File: config.mk
export PLATFORM = sky130hd
export DESIGN_NAME = instruction_fetch_unit_flat
export DESIGN_NICKNAME = d
export VERILOG_FILES = /design/src/rtl/mips_core_pkg.sv /design/src/rtl/instruction_fetch_unit_if.sv /design/src/rtl/fetch_fifo.sv /design/src/rtl/instruction_fetch_unit.sv /design/src/flat_wrapper.sv
export SDC_FILE = /design/constraint.sdc
export NUM_CORES = 1
export LEC_CHECK = 0
export BUFFER_PORTS_ARGS = -buffer_cell sky130_fd_sc_hd__buf_2
export CAP_MARGIN = 20
export CORE_MARGIN = 3
export CORE_UTILIZATION = 35
export CTS_CLUSTER_DIAMETER = 40
export DETAILED_ROUTE_END_ITERATION = 10
export PLACE_DENSITY = 0.64
export RECOVER_POWER = 50
export SLEW_MARGIN = 30
export SYNTH_ARGS = -nofsm -noshare
export SYNTH_HDL_FRONTEND = slang
export SYNTH_SLANG_ARGS = --single-unit
File: constraint.sdc
create_clock -name clk -period 9.75 [get_ports clk]
set_input_delay 0 -clock clk [delete_from_list [all_inputs] [get_ports clk]]
set_output_delay 0 -clock clk [all_outputs]
set_load 0.02 [all_outputs]
File: src/rtl/mips_core_pkg.sv
// Shared types and defaults for the Mini-MIPS fetch path.
package mips_core_pkg;

    localparam int                    PC_W_DEF     = 32;
    localparam logic [PC_W_DEF-1:0]   RESET_PC_DEF = '0;
    localparam logic [31:0]           INST_NOP     = 32'h0000_0000;

    typedef struct packed {
        logic [31:0]         inst;
        logic [PC_W_DEF-1:0] pc;
    } fetch_entry_t;

    // RUN: issuing, STALL: credit exhausted, FLUSH: cycle after a redirect
    typedef enum logic [1:0] {
        FETCH_RUN,
        FETCH_STALL,
        FETCH_FLUSH
    } fetch_state_e;

endpackage

File: src/rtl/instruction_fetch_unit_if.sv
// Fetch-unit bus bundle: instruction-memory port, redirect input and decode handshake.
interface instruction_fetch_unit_if #(
    parameter int PC_W = 32
) ();

    logic            imem_req;
    logic [PC_W-1:0] imem_addr;
    logic [31:0]     imem_rdata;
    logic            redirect_valid;
    logic [PC_W-1:0] redirect_pc;
    logic            inst_valid;
    logic            inst_ready;
    logic [31:0]     inst;
    logic [PC_W-1:0] inst_pc;
    logic [PC_W-1:0] inst_pc4;

    modport master (
        output imem_req, imem_addr,
        input  imem_rdata,
        input  redirect_valid, redirect_pc,
        output inst_valid, inst, inst_pc, inst_pc4,
        input  inst_ready
    );

    modport slave (
        input  imem_req, imem_addr,
        output imem_rdata,
        output redirect_valid, redirect_pc,
        input  inst_valid, inst, inst_pc, inst_pc4,
        output inst_ready
    );

endinterface

File: src/rtl/fetch_fifo.sv
// Synchronous FIFO of fetch entries with single-cycle flush; DEPTH must be a power of 2.
module fetch_fifo
    import mips_core_pkg::*;
#(
    parameter  int DEPTH = 2,
    localparam int PTR_W = $clog2(DEPTH),
    localparam int CNT_W = PTR_W + 1
) (
    input  logic             clk,
    input  logic             rst,
    input  logic             flush_i,
    input  logic             push_i,
    input  fetch_entry_t     push_data_i,
    input  logic             pop_i,
    output fetch_entry_t     head_o,
    output logic [CNT_W-1:0] count_o,
    output logic             full_o,
    output logic             empty_o
);

    fetch_entry_t     mem_q [DEPTH];
    logic [PTR_W-1:0] wr_ptr_q, wr_ptr_d;
    logic [PTR_W-1:0] rd_ptr_q, rd_ptr_d;
    logic [CNT_W-1:0] count_q, count_d;
    logic             do_push, do_pop;

    assign full_o  = (count_q == CNT_W'(DEPTH));
    assign empty_o = (count_q == '0);
    assign count_o = count_q;
    assign head_o  = mem_q[rd_ptr_q];

    // Flush beats both push and pop in the same cycle.
    assign do_push = push_i & !flush_i;
    assign do_pop  = pop_i & !empty_o & !flush_i;

    // NOTE: every always_comb output gets a default first so no path infers a latch.
    always_comb begin
        wr_ptr_d = wr_ptr_q;
        rd_ptr_d = rd_ptr_q;
        count_d  = count_q;
        if (flush_i) begin
            wr_ptr_d = '0;
            rd_ptr_d = '0;
            count_d  = '0;
        end else begin
            // Pointers wrap mod DEPTH naturally because DEPTH is a power of 2.
            if (do_push) wr_ptr_d = wr_ptr_q + PTR_W'(1);
            if (do_pop)  rd_ptr_d = rd_ptr_q + PTR_W'(1);
            case ({do_push, do_pop})
                2'b10:   count_d = count_q + CNT_W'(1);
                2'b01:   count_d = count_q - CNT_W'(1);
                default: count_d = count_q;
            endcase
        end
    end

    // NOTE: state registers use non-blocking assignments so every flop samples pre-edge values.
    always_ff @(posedge clk or posedge rst) begin
        if (rst) begin
            wr_ptr_q <= '0;
            rd_ptr_q <= '0;
            count_q  <= '0;
        end else begin
            wr_ptr_q <= wr_ptr_d;
            rd_ptr_q <= rd_ptr_d;
            count_q  <= count_d;
        end
    end

    // NOTE: storage is not reset; entries are only visible through count/empty, which are.
    always_ff @(posedge clk) begin
        if (do_push) mem_q[wr_ptr_q] <= push_data_i;
    end

endmodule

File: src/rtl/instruction_fetch_unit.sv
// Mini-MIPS instruction fetch: PC, credit-based imem issue, output FIFO, redirect flush.
// Optional FETCH_STATS_EN adds saturating fetched/flushed counters.
module instruction_fetch_unit
    import mips_core_pkg::*;
#(
    parameter int              PC_W      = PC_W_DEF,
    parameter logic [PC_W-1:0] RESET_PC  = PC_W'(RESET_PC_DEF),
    parameter int              BUF_DEPTH = 2
) (
    input  logic                       clk,
    input  logic                       rst,
    instruction_fetch_unit_if.master   bus
`ifdef FETCH_STATS_EN
    ,
    output logic [31:0]                stat_fetched_o,
    output logic [31:0]                stat_flushed_o
`endif
);

    localparam int CNT_W = $clog2(BUF_DEPTH) + 1;

    fetch_state_e     state_q, state_d;
    logic [PC_W-1:0]  pc_q, pc_d;
    logic [PC_W-1:0]  issued_pc_q;
    logic             inflight_q;
    logic             issue, pop, push, flush, drop;
    logic [CNT_W-1:0] count;
    logic [CNT_W:0]   credit_used;
    logic             full, empty;
    fetch_entry_t     head, push_entry;

    assign flush = bus.redirect_valid;
    assign pop   = bus.inst_valid & bus.inst_ready;
    assign drop  = (state_q == FETCH_FLUSH);
    assign push  = inflight_q & !drop;

    // Entries held plus the one in flight, minus the one leaving this cycle.
    assign credit_used = {1'b0, count} + (CNT_W+1)'(inflight_q) - (CNT_W+1)'(pop);

    always_comb begin
        state_d = state_q;
        pc_d    = pc_q;
        issue   = 1'b0;
        if (flush) begin
            state_d = FETCH_FLUSH;
            pc_d    = bus.redirect_pc & ~PC_W'(3);
        end else if (credit_used < (CNT_W+1)'(BUF_DEPTH)) begin
            state_d = FETCH_RUN;
            issue   = 1'b1;
            pc_d    = pc_q + PC_W'(4);
        end else begin
            state_d = FETCH_STALL;
        end
    end

    always_ff @(posedge clk or posedge rst) begin
        if (rst) begin
            state_q     <= FETCH_RUN;
            pc_q        <= RESET_PC;
            issued_pc_q <= '0;
            inflight_q  <= 1'b0;
        end else begin
            state_q    <= state_d;
            pc_q       <= pc_d;
            inflight_q <= issue;
            if (issue) issued_pc_q <= pc_q;
        end
    end

    assign bus.imem_req  = issue & !rst;
    assign bus.imem_addr = bus.imem_req ? pc_q : '0;

    always_comb begin
        push_entry      = '0;
        push_entry.inst = bus.imem_rdata;
        push_entry.pc   = PC_W_DEF'(issued_pc_q);
    end

    fetch_fifo #(
        .DEPTH (BUF_DEPTH)
    ) u_fifo (
        .clk         (clk),
        .rst         (rst),
        .flush_i     (flush),
        .push_i      (push),
        .push_data_i (push_entry),
        .pop_i       (pop),
        .head_o      (head),
        .count_o     (count),
        .full_o      (full),
        .empty_o     (empty)
    );

    // Outputs read as zero whenever the FIFO is empty, including during reset.
    assign bus.inst_valid = !empty;
    assign bus.inst       = empty ? INST_NOP : head.inst;
    assign bus.inst_pc    = empty ? '0 : head.pc[PC_W-1:0];
    assign bus.inst_pc4   = empty ? '0 : head.pc[PC_W-1:0] + PC_W'(4);

    overflow_a: assert property (@(posedge clk) disable iff (rst) !(push && full && !flush && !pop));

`ifdef FETCH_STATS_EN
    logic [31:0]    stat_fetched_q, stat_flushed_q;
    logic [CNT_W:0] flushed_inc;
    logic [32:0]    fetched_sum, flushed_sum;

    // On redirect: held entries not leaving now, plus the response arriving now.
    always_comb begin
        flushed_inc = '0;
        if (flush)                   flushed_inc = {1'b0, count} - (CNT_W+1)'(pop) + (CNT_W+1)'(inflight_q);
        else if (inflight_q && drop) flushed_inc = (CNT_W+1)'(1);
    end

    assign fetched_sum = {1'b0, stat_fetched_q} + 33'(push & !flush);
    assign flushed_sum = {1'b0, stat_flushed_q} + 33'(flushed_inc);

    always_ff @(posedge clk or posedge rst) begin
        if (rst) begin
            stat_fetched_q <= '0;
            stat_flushed_q <= '0;
        end else begin
            stat_fetched_q <= fetched_sum[32] ? '1 : fetched_sum[31:0];
            stat_flushed_q <= flushed_sum[32] ? '1 : flushed_sum[31:0];
        end
    end

    assign stat_fetched_o = stat_fetched_q;
    assign stat_flushed_o = stat_flushed_q;
`endif

endmodule

File: src/flat_wrapper.sv
// flat-port wrapper written by rule: the top's interface ports become plain ports
module instruction_fetch_unit_flat import mips_core_pkg::*;
#(
    parameter int              PC_W      = PC_W_DEF,
    parameter logic [PC_W-1:0] RESET_PC  = PC_W'(RESET_PC_DEF),
    parameter int              BUF_DEPTH = 2
)
  (clk, rst, bus_imem_req, bus_imem_addr, bus_imem_rdata, bus_redirect_valid, bus_redirect_pc, bus_inst_valid, bus_inst, bus_inst_pc, bus_inst_pc4, bus_inst_ready);
  instruction_fetch_unit_if #(.PC_W(PC_W)) bus_i ();
  input  logic clk;
  input  logic rst;
  output wire logic [$bits(bus_i.imem_req)-1:0] bus_imem_req;
  output wire logic [$bits(bus_i.imem_addr)-1:0] bus_imem_addr;
  input wire logic [$bits(bus_i.imem_rdata)-1:0] bus_imem_rdata;
  input wire logic [$bits(bus_i.redirect_valid)-1:0] bus_redirect_valid;
  input wire logic [$bits(bus_i.redirect_pc)-1:0] bus_redirect_pc;
  output wire logic [$bits(bus_i.inst_valid)-1:0] bus_inst_valid;
  output wire logic [$bits(bus_i.inst)-1:0] bus_inst;
  output wire logic [$bits(bus_i.inst_pc)-1:0] bus_inst_pc;
  output wire logic [$bits(bus_i.inst_pc4)-1:0] bus_inst_pc4;
  input wire logic [$bits(bus_i.inst_ready)-1:0] bus_inst_ready;
  assign bus_imem_req = bus_i.imem_req;
  assign bus_imem_addr = bus_i.imem_addr;
  assign bus_i.imem_rdata = bus_imem_rdata;
  assign bus_i.redirect_valid = bus_redirect_valid;
  assign bus_i.redirect_pc = bus_redirect_pc;
  assign bus_inst_valid = bus_i.inst_valid;
  assign bus_inst = bus_i.inst;
  assign bus_inst_pc = bus_i.inst_pc;
  assign bus_inst_pc4 = bus_i.inst_pc4;
  assign bus_i.inst_ready = bus_inst_ready;
  instruction_fetch_unit #(.PC_W(PC_W), .RESET_PC(RESET_PC), .BUF_DEPTH(BUF_DEPTH)) u_core (.clk(clk), .rst(rst), .bus(bus_i));
endmodule
==> impl_metrics.yaml, run 1 <==
layout:
  nFillCells: 2380
  diodes: 0
  final_area_um2: 11540
  mostFrequentLayoutCell: "buf_2"
  register_area_um2: 5404
  stdcell_count: 1356
  multi_input_area_um2: 3446
  drive_above_1_share_pct: 24.46
  area.growth.synth_to_final_pct: 26.86
  final_cell_mix: "buf_2 (164), edfxtp_1 (124), nor2_1 (88)"
  final_nets: 1085
timing:
  hold_viol: 0
  tightest_slew_ns: 3.681
  rsz0062_at_grt: "false"
  post-route-period-util_pct: 49.52
  maxSlewViolCount: 275
  layout_setup_ws_ns: 4.922
  finalSetupTns_ns: 0
  setup_viol: 0
  finalCriticalPeriod_ns: 4.828
  max_freq_mhz: 207.1
  maxSlewHeadroom_pct: -145.4
  skew_ns: 0.01403
floorplan:
  dieArea_um2: 27970
  io_pins: 198
  die_y_um: 167.2
  rows: 58
  die_w_um: 167.2
  initial_core_util_pct: 35.82
  core-area_um2: 25400
routing:
  route.detailed.drc: 0
  vias: 6709
  drtPass1Iterations: 5
  wl_met1_um: 11010
  ant_nets: 0
  via_per_inst: 4.948
  wl_met3_um: 1150
  top_layer_used: "met4"
  met2_length_um: 10050
  wl_per_cell_um: 16.49
  drtIter0Drc: 332
  wl_um: 22350
clocking:
  cts-root-buf: "clkbuf_16"
  cts-buffers-inserted: 17
  clockBufferDepth: 2
  clock_latency_ns: 0.43
  path_clk_slew_ns: 0.08
  post_cts_resized: 0
  cts_tree: "yes"
  cts.htree.levels: 4
  cts_num_sinks: 191
placement:
  post-place-cells: 1260
  portBuffers: 189
  dp_hpwl_um: 15350
  placed_cell_area_um2: 10360
  place_ws_ns: 5.015
  place_congestion: 0.7460
status:
  violations: "capacitance limit, slew limit"
  status: "finished, violations left"
synth:
  synth-seq-area-share_pct: 59.35
  synth-edff-count: 124
  synth_flop_cell: "edfxtp_1"
  synthCells: 773
  syn-mean-instance-area_um2: 11.77
  netlist_area_um2: 9099
  async_flop_share_pct: 35.08
  ys_seq_elements: 191
  ys_warn_count: 0
  synth.distinct_cells: 59
critical_path:
  cp_max_fo: 76
  critical_path_required_ns: 10.06
  startpoint_type: "flip-flop"
  worst_ep_arrival_time_ns: 5.14
  crit_chain: "nor2_4 -> buf_4 -> clkinv_1 -> nand2_1 -> inv_1 -> ha_1 -> nand2b_1 -> fa_1 -> xnor2_1 -> nand4_1 -> nor4_1 -> nor3b_1 -> a221o_1"
  end_kind: "flip-flop"
  slowest_stage: "nor4_1"
  path_class: "flip-flop to flip-flop"
  worst_path_largest_cell_delay_ns: 0.82
global_route:
  grt_pass1_vias: 6585
  grt_pass1_wl_um: 35660
  track_usage_pct: 15.83
  grt_max_degree: 81
  grt_antenna_before_repair: 0
  overflow: 0
power_and_ir_drop:
  power_density_nw_per_um2: 230.8
  p_leak_nw: 4.487
  ir_worst_vdd_uv: 117.0
  p_total_w: 0.002663
job:
  cap_violations: 4
min_path:
  hp-class: "input pin to flip-flop"
[synth_stat cells, drive strengths merged, types with 2 or more instances]
cell type | count | area, µm²
and2 | 27 | 168.9
nor2 | 90 | 337.8
o21ai | 44 | 220.2
nand2b | 2 | 12.51
ha | 3 | 37.54
or2 | 2 | 12.51
and4b | 2 | 20.02
nor2b | 3 | 18.77
nor3b | 3 | 22.52
xor2 | 11 | 96.34
a22oi | 5 | 37.54
mux2 | 37 | 416.7
nand3 | 23 | 125.1
mux2i | 62 | 620.6
o31ai | 8 | 60.06
nand4b | 4 | 50.05
nor4 | 19 | 125.1
and4 | 4 | 35.03
inv | 17 | 63.81
a21oi | 5 | 28.78
dfrtp | 67 | 1677
clkbuf | 24 | 90.09
a32o | 2 | 20.02
buf | 23 | 128.9
o22ai | 3 | 18.77
xnor2 | 32 | 280.3
edfxtp | 124 | 3724
or4 | 3 | 22.52
and3 | 2 | 12.51
nand2 | 71 | 266.5
nand4 | 18 | 118.9
nor3 | 14 | 70.07
[cells by family (layout without fill, tap and decap cells)]
family / count (synthesis) / count (layout) / share of synthesized area, %
flip-flops: 191 / 191 / 59.35
buffers and inverters: 65 / 313 / 3.149
other: 1 / 6 / 0.04121
multiplexers: 99 / 99 / 11.40
adder cells (fa/ha/maj): 4 / 4 / 0.6326
XOR/XNOR: 43 / 43 / 4.139
AO/OA/AOI/OAI: 80 / 80 / 5.446
AND/OR/NAND/NOR: 290 / 290 / 15.84
[path summary, 6_finish.rpt]
check / startpoint / endpoint / slack (ns) / cells past startpoint
worst max-delay path: u_core.u_fifo.count_o[1]$_DFFE_PP0P_ / u_core.pc_q[25]$_DFFE_PP0N_ / 4.92 / 13
worst min-delay path: bus_imem_rdata[23] / u_core.u_fifo.mem_q[1][55]$_DFFE_PP_ / 0.30 / 2
worst max register to register: u_core.u_fifo.count_o[1]$_DFFE_PP0P_ / u_core.pc_q[25]$_DFFE_PP0N_ / 4.92 / 13
worst min register to register: u_core.issued_pc_q[2]$_DFFE_PP0P_ / u_core.u_fifo.mem_q[0][2]$_DFFE_PP_ / 0.46 / 0
max in group asynchronous: rst / u_core.u_fifo.rd_ptr_q$_DFFE_PP0P_ / 5.48 / 4
min in group asynchronous: rst / u_core.pc_q[13]$_DFFE_PP0N_ / 1.71 / 4
[report_power, final]
group	leakage (nW)	switching [W]	internal, W	total, W
clock network	0.295	0.000332	0.000369	0.000701
registers	1.93	0.000148	0.00105	0.00120
logic	2.26	0.000464	0.000302	0.000766
total	4.49	0.000944	0.00172	0.00266
[per-stage QoR]
step,utilization [%],hold slack (ns)
floorplan,-,0.03143
global placement,40.79,0.1885
detailed placement,40.79,0.1915
CTS,45.67,0.1484
global route,45.44,0.2865
finish,45.44,0.2966
[worst max-delay path: cells and delay by family (launching register included)]
| family | cells | cell delay, ns |
|---|---|---|
| flops | 1 | 0.48 |
| compound gates | 1 | 0.36 |
| xor+xnor | 1 | 0.30 |
| fa+ha+maj | 2 | 0.64 |
| simple gates | 6 | 1.99 |
| buf+inv | 3 | 0.92 |
[layer usage]
metal	vias to the layer above	track usage [%]
met1	3211	22.75
met3	12	2.951
met5	-	0
met2	219	25.34
met4	0	3.273
li1	3267	-
[flip-flops by register name, summed over array words and instances, names as in the netlist]
name and flops:
u_core.inflight_q 1, u_core.issued_pc_q 30, u_core.pc_q 30, u_core.state_q 2, u_core.u_fifo.count_o 2, u_core.u_fifo.mem_q 124
u_core.u_fifo.rd_ptr_q 1, u_core.u_fifo.wr_ptr_q 1
[layout make-up]
class                   instances  share of cell area [%]
repair buffers                263                   13.99
clock inverters                14                   1.453
flip-flops and latches        191                   46.82
well taps                     330                   3.577
clock buffers                  18                   3.718
inverters                      18                  0.5854
multi-input cells             522                   29.85
[timing repair]
action,4_1_cts,5_1_grt
hold buffers,64,0
setup buffers,0,0
hold endpoints to repair,162,0
setup endpoints to repair,0,0
Power figures use the tool's default switching activity.
==> inputs of run 2 (changes only) <==
- ABC_AREA: not set -> 1
- clock period: 9.75 -> 4.9 ns (I/O delays scaled with it)
==> run 2 against run 1 <==
Effect of this change:
- critical path type is now flip-flop to output pin
- cell count increased by 25%
- utilization decreased by 0.17 points
- clock-buffer cell count decreased by 1
- worst hold slack improved by 0.0051 ns
- sequential power increased by 100%
- the flow still finishes with violations (capacitance limit, slew limit)
- area after synthesis increased by 3.4%
- highest routed layer unchanged
==> impl_metrics.yaml, run 2 <==
status:
  violations: "capacitance limit, slew limit"
  status: "finished, violations left"
global_route:
  grt_pass1_vias: 7861
  grt_antenna_before_repair: 0
  grt_max_degree: 69
  grt_pass1_wl_um: 39990
  overflow: 0
  track_usage_pct: 17.35
synth:
  ys_warn_count: 0
  synth_top_family_by_area: "simple AND/OR/NAND/NOR gates"
  synthCells: 1107
  syn-mean-instance-area_um2: 8.500
  yosysTopAreaCell: "edfxtp_1"
  ys_seq_elements: 191
  synth-seq-area-share_pct: 57.39
  synth_flop_cell: "edfxtp_1"
  async_flop_share_pct: 35.08
  synthAdderAreaFrac_pct: 0.6117
  synth_mux_area_share_pct: 0
  ys_top_cells_by_count: "nand2_1 (370), nor2_1 (133), edfxtp_1 (124)"
  netlist_area_um2: 9409
  synth.top_cell.area_share_pct: 39.57
  synth.distinct_cells: 38
  synth_most_common_cell: "nand2_1"
  ys_top_cells_by_area: "edfxtp_1 (40%), dfrtp_1 (18%), nand2_1 (15%)"
  synth-edff-count: 124
  synthXorXnorAreaFrac_pct: 0.5585
  synth-simple-area-share_pct: 27.09
  synth_compound_area_share_pct: 6.862
layout:
  final_nets: 1416
  top_regs: "u_core.u_fifo.mem_q (124), u_core.issued_pc_q (30), u_core.pc_q (30)"
  mostFrequentLayoutCell: "nand2_1"
  final_cell_mix: "nand2_1 (369), buf_2 (170), nor2_1 (132)"
  largest_reg_flops: 124
  area.growth.synth_to_final_pct: 26.10
  drive_above_1_share_pct: 17.69
  diodes: 0
  nFillCells: 2569
  top_register: "u_core.u_fifo.mem_q"
timing:
  layout_setup_ws_ns: 1.147
  max_freq_mhz: 266.5
  tightest_slew_ns: 2.483
  skew_ns: 0.01833
  fin_hold_ws_ns: 0.3017
  hold_viol: 0
  maxSlewHeadroom_pct: -66.16
  finalSetupTns_ns: 0
  finalCriticalPeriod_ns: 3.753
  post-route-period-util_pct: 76.59
  setup_viol: 0
  rsz0062_at_grt: "false"
  maxSlewViolCount: 134
clocking:
  cts-root-buf: "clkbuf_16"
  cts-buffers-inserted: 17
  cts_num_sinks: 191
  cts.htree.levels: 4
  cts_tree: "yes"
  path_clk_slew_ns: 0.09
  clock_latency_ns: 0.43
  post-cts-setup-buffer-count: 0
  clockBufferDepth: 2
critical_path:
  worst_path_largest_cell_delay_ns: 0.96
  slowest_stage: "clkbuf_1"
  worst_r2r_endpoint: "u_core.u_fifo.mem_q[0][60]$_DFFE_PP_"
  reg2regPathDepth: 5
  worst-path-buf-inv: 5
  cp_max_fo: 49
  cp_common_cell: "nor2_1"
  startpoint_type: "flip-flop"
  r2r_slack_ns: 1.17
  path_class: "flip-flop to output pin"
  cp_top_family: "buffers and inverters"
  critical_path_required_ns: 4.90
  reg2reg_from: "u_core.inflight_q$_DFF_PP0_"
  crit_path_start: "u_core.u_fifo.count_o[1]$_DFFE_PP0P_"
  end_kind: "output pin"
  crit_chain: "inv_1 -> nand2_1 -> clkbuf_1 -> inv_2 -> buf_4 -> nor2_1 -> nor2_1 -> a21oi_1 -> buf_2"
  worst_ep_arrival_time_ns: 3.75
routing:
  drtPass1Iterations: 5
  via_per_inst: 4.703
  wl_um: 24750
  route.detailed.drc: 0
  vias: 7957
  wl_per_cell_um: 14.63
  ant_nets: 0
  drtIter0Drc: 561
floorplan:
  initial_core_util_pct: 35.90
  core-area_um2: 26210
  rows: 59
  die_w_um: 170.0
  dieArea_um2: 28890
  die_y_um: 170.0
  io_pins: 198
placement:
  dp_hpwl_um: 17330
  place_congestion: 0.8922
  portBuffers: 189
  place_ws_ns: 1.419
job:
  cap_violations: 4
min_path:
  hp-start: "bus_imem_rdata[0]"
  hp-class: "input pin to flip-flop"
  hold_depth: 2
  holdPathEnd: "u_core.u_fifo.mem_q[1][32]$_DFFE_PP_"
power_and_ir_drop:
  p_leak_nw: 5.477
  ir_worst_vdd_uv: 299.5
  power_density_nw_per_um2: 540.2
run 2: metal layers:
| metal | wire (µm) | vias up | part of all wire, % | GRT usage, % |
|---|---|---|---|---|
| li1 | - | 4044 | - | - |
| met1 | 11810 | 3651 | 48 | 24.47 |
| met2 | 11460 | 240 | 46 | 28.36 |
| met3 | 1171 | 22 | 4.7 | 2.509 |
| met4 | 305 | 0 | 1.2 | 4.409 |
| met5 | 0 | - | 0 | 0 |
run 2: area by class of cell:
type,instances,area (µm²),area share [%]
Clock buffer,17,425.4,3.585
Sequential cell,191,5401,45.52
Tap cell,335,419.2,3.533
Multi-Input combinational cell,749,3342,28.17
Timing Repair Buffer,262,1620,13.66
Inverter,123,461.7,3.891
Clock inverter,15,195.2,1.645
run 2: kinds of logic (layout without fill, tap and decap cells):
logic type,after synthesis,in the layout
buffers and inverters,172,417
adder cells (fa/ha/maj),4,4
flip-flops,191,191
other,1,6
XOR/XNOR,6,6
AO/OA/AOI/OAI,117,117
AND/OR/NAND/NOR,616,616
run 2: power by group:
part           internal (W)  switching (W)  total (W)
combinational      0.000729        0.00183    0.00256
clock              0.000739       0.000671    0.00141
sequential          0.00214       0.000293    0.00244
total               0.00361        0.00280    0.00641
run 2: what timing repair did:
item                                   CTS  global route
gates resized for setup                  0             0
hold buffers                            64             0
endpoints found under the hold margin  121             0
run 2: stage by stage:
step	total power, W	instances	utilization, %	cell area [µm²]
6_report	0.006409	1692	45.28	11870
5_1_grt	0.006870	1692	45.28	11870
4_1_cts	0.006463	1692	45.42	11900
3_5_place_dp	0.005000	1596	40.61	10640
3_3_place_gp	0.004941	1596	40.61	10640
2_1_floorplan	0.004150	1112	-	9428
run 2: how the worst max path moves through the flow:
stage	to	slack (ns)	cells past startpoint
2_1_floorplan	u_core.u_fifo.mem_q[0][10]$_DFFE_PP_	1.11	3
3_3_place_gp	u_core.pc_q[4]$_DFFE_PP0N_	1.51	13
3_5_place_dp	u_core.pc_q[4]$_DFFE_PP0N_	1.42	13
4_1_cts	bus_imem_addr[17]	1.37	14
5_1_grt	u_core.u_fifo.mem_q[0][38]$_DFFE_PP_	0.61	5
6_report	bus_inst_pc4[7]	1.15	9
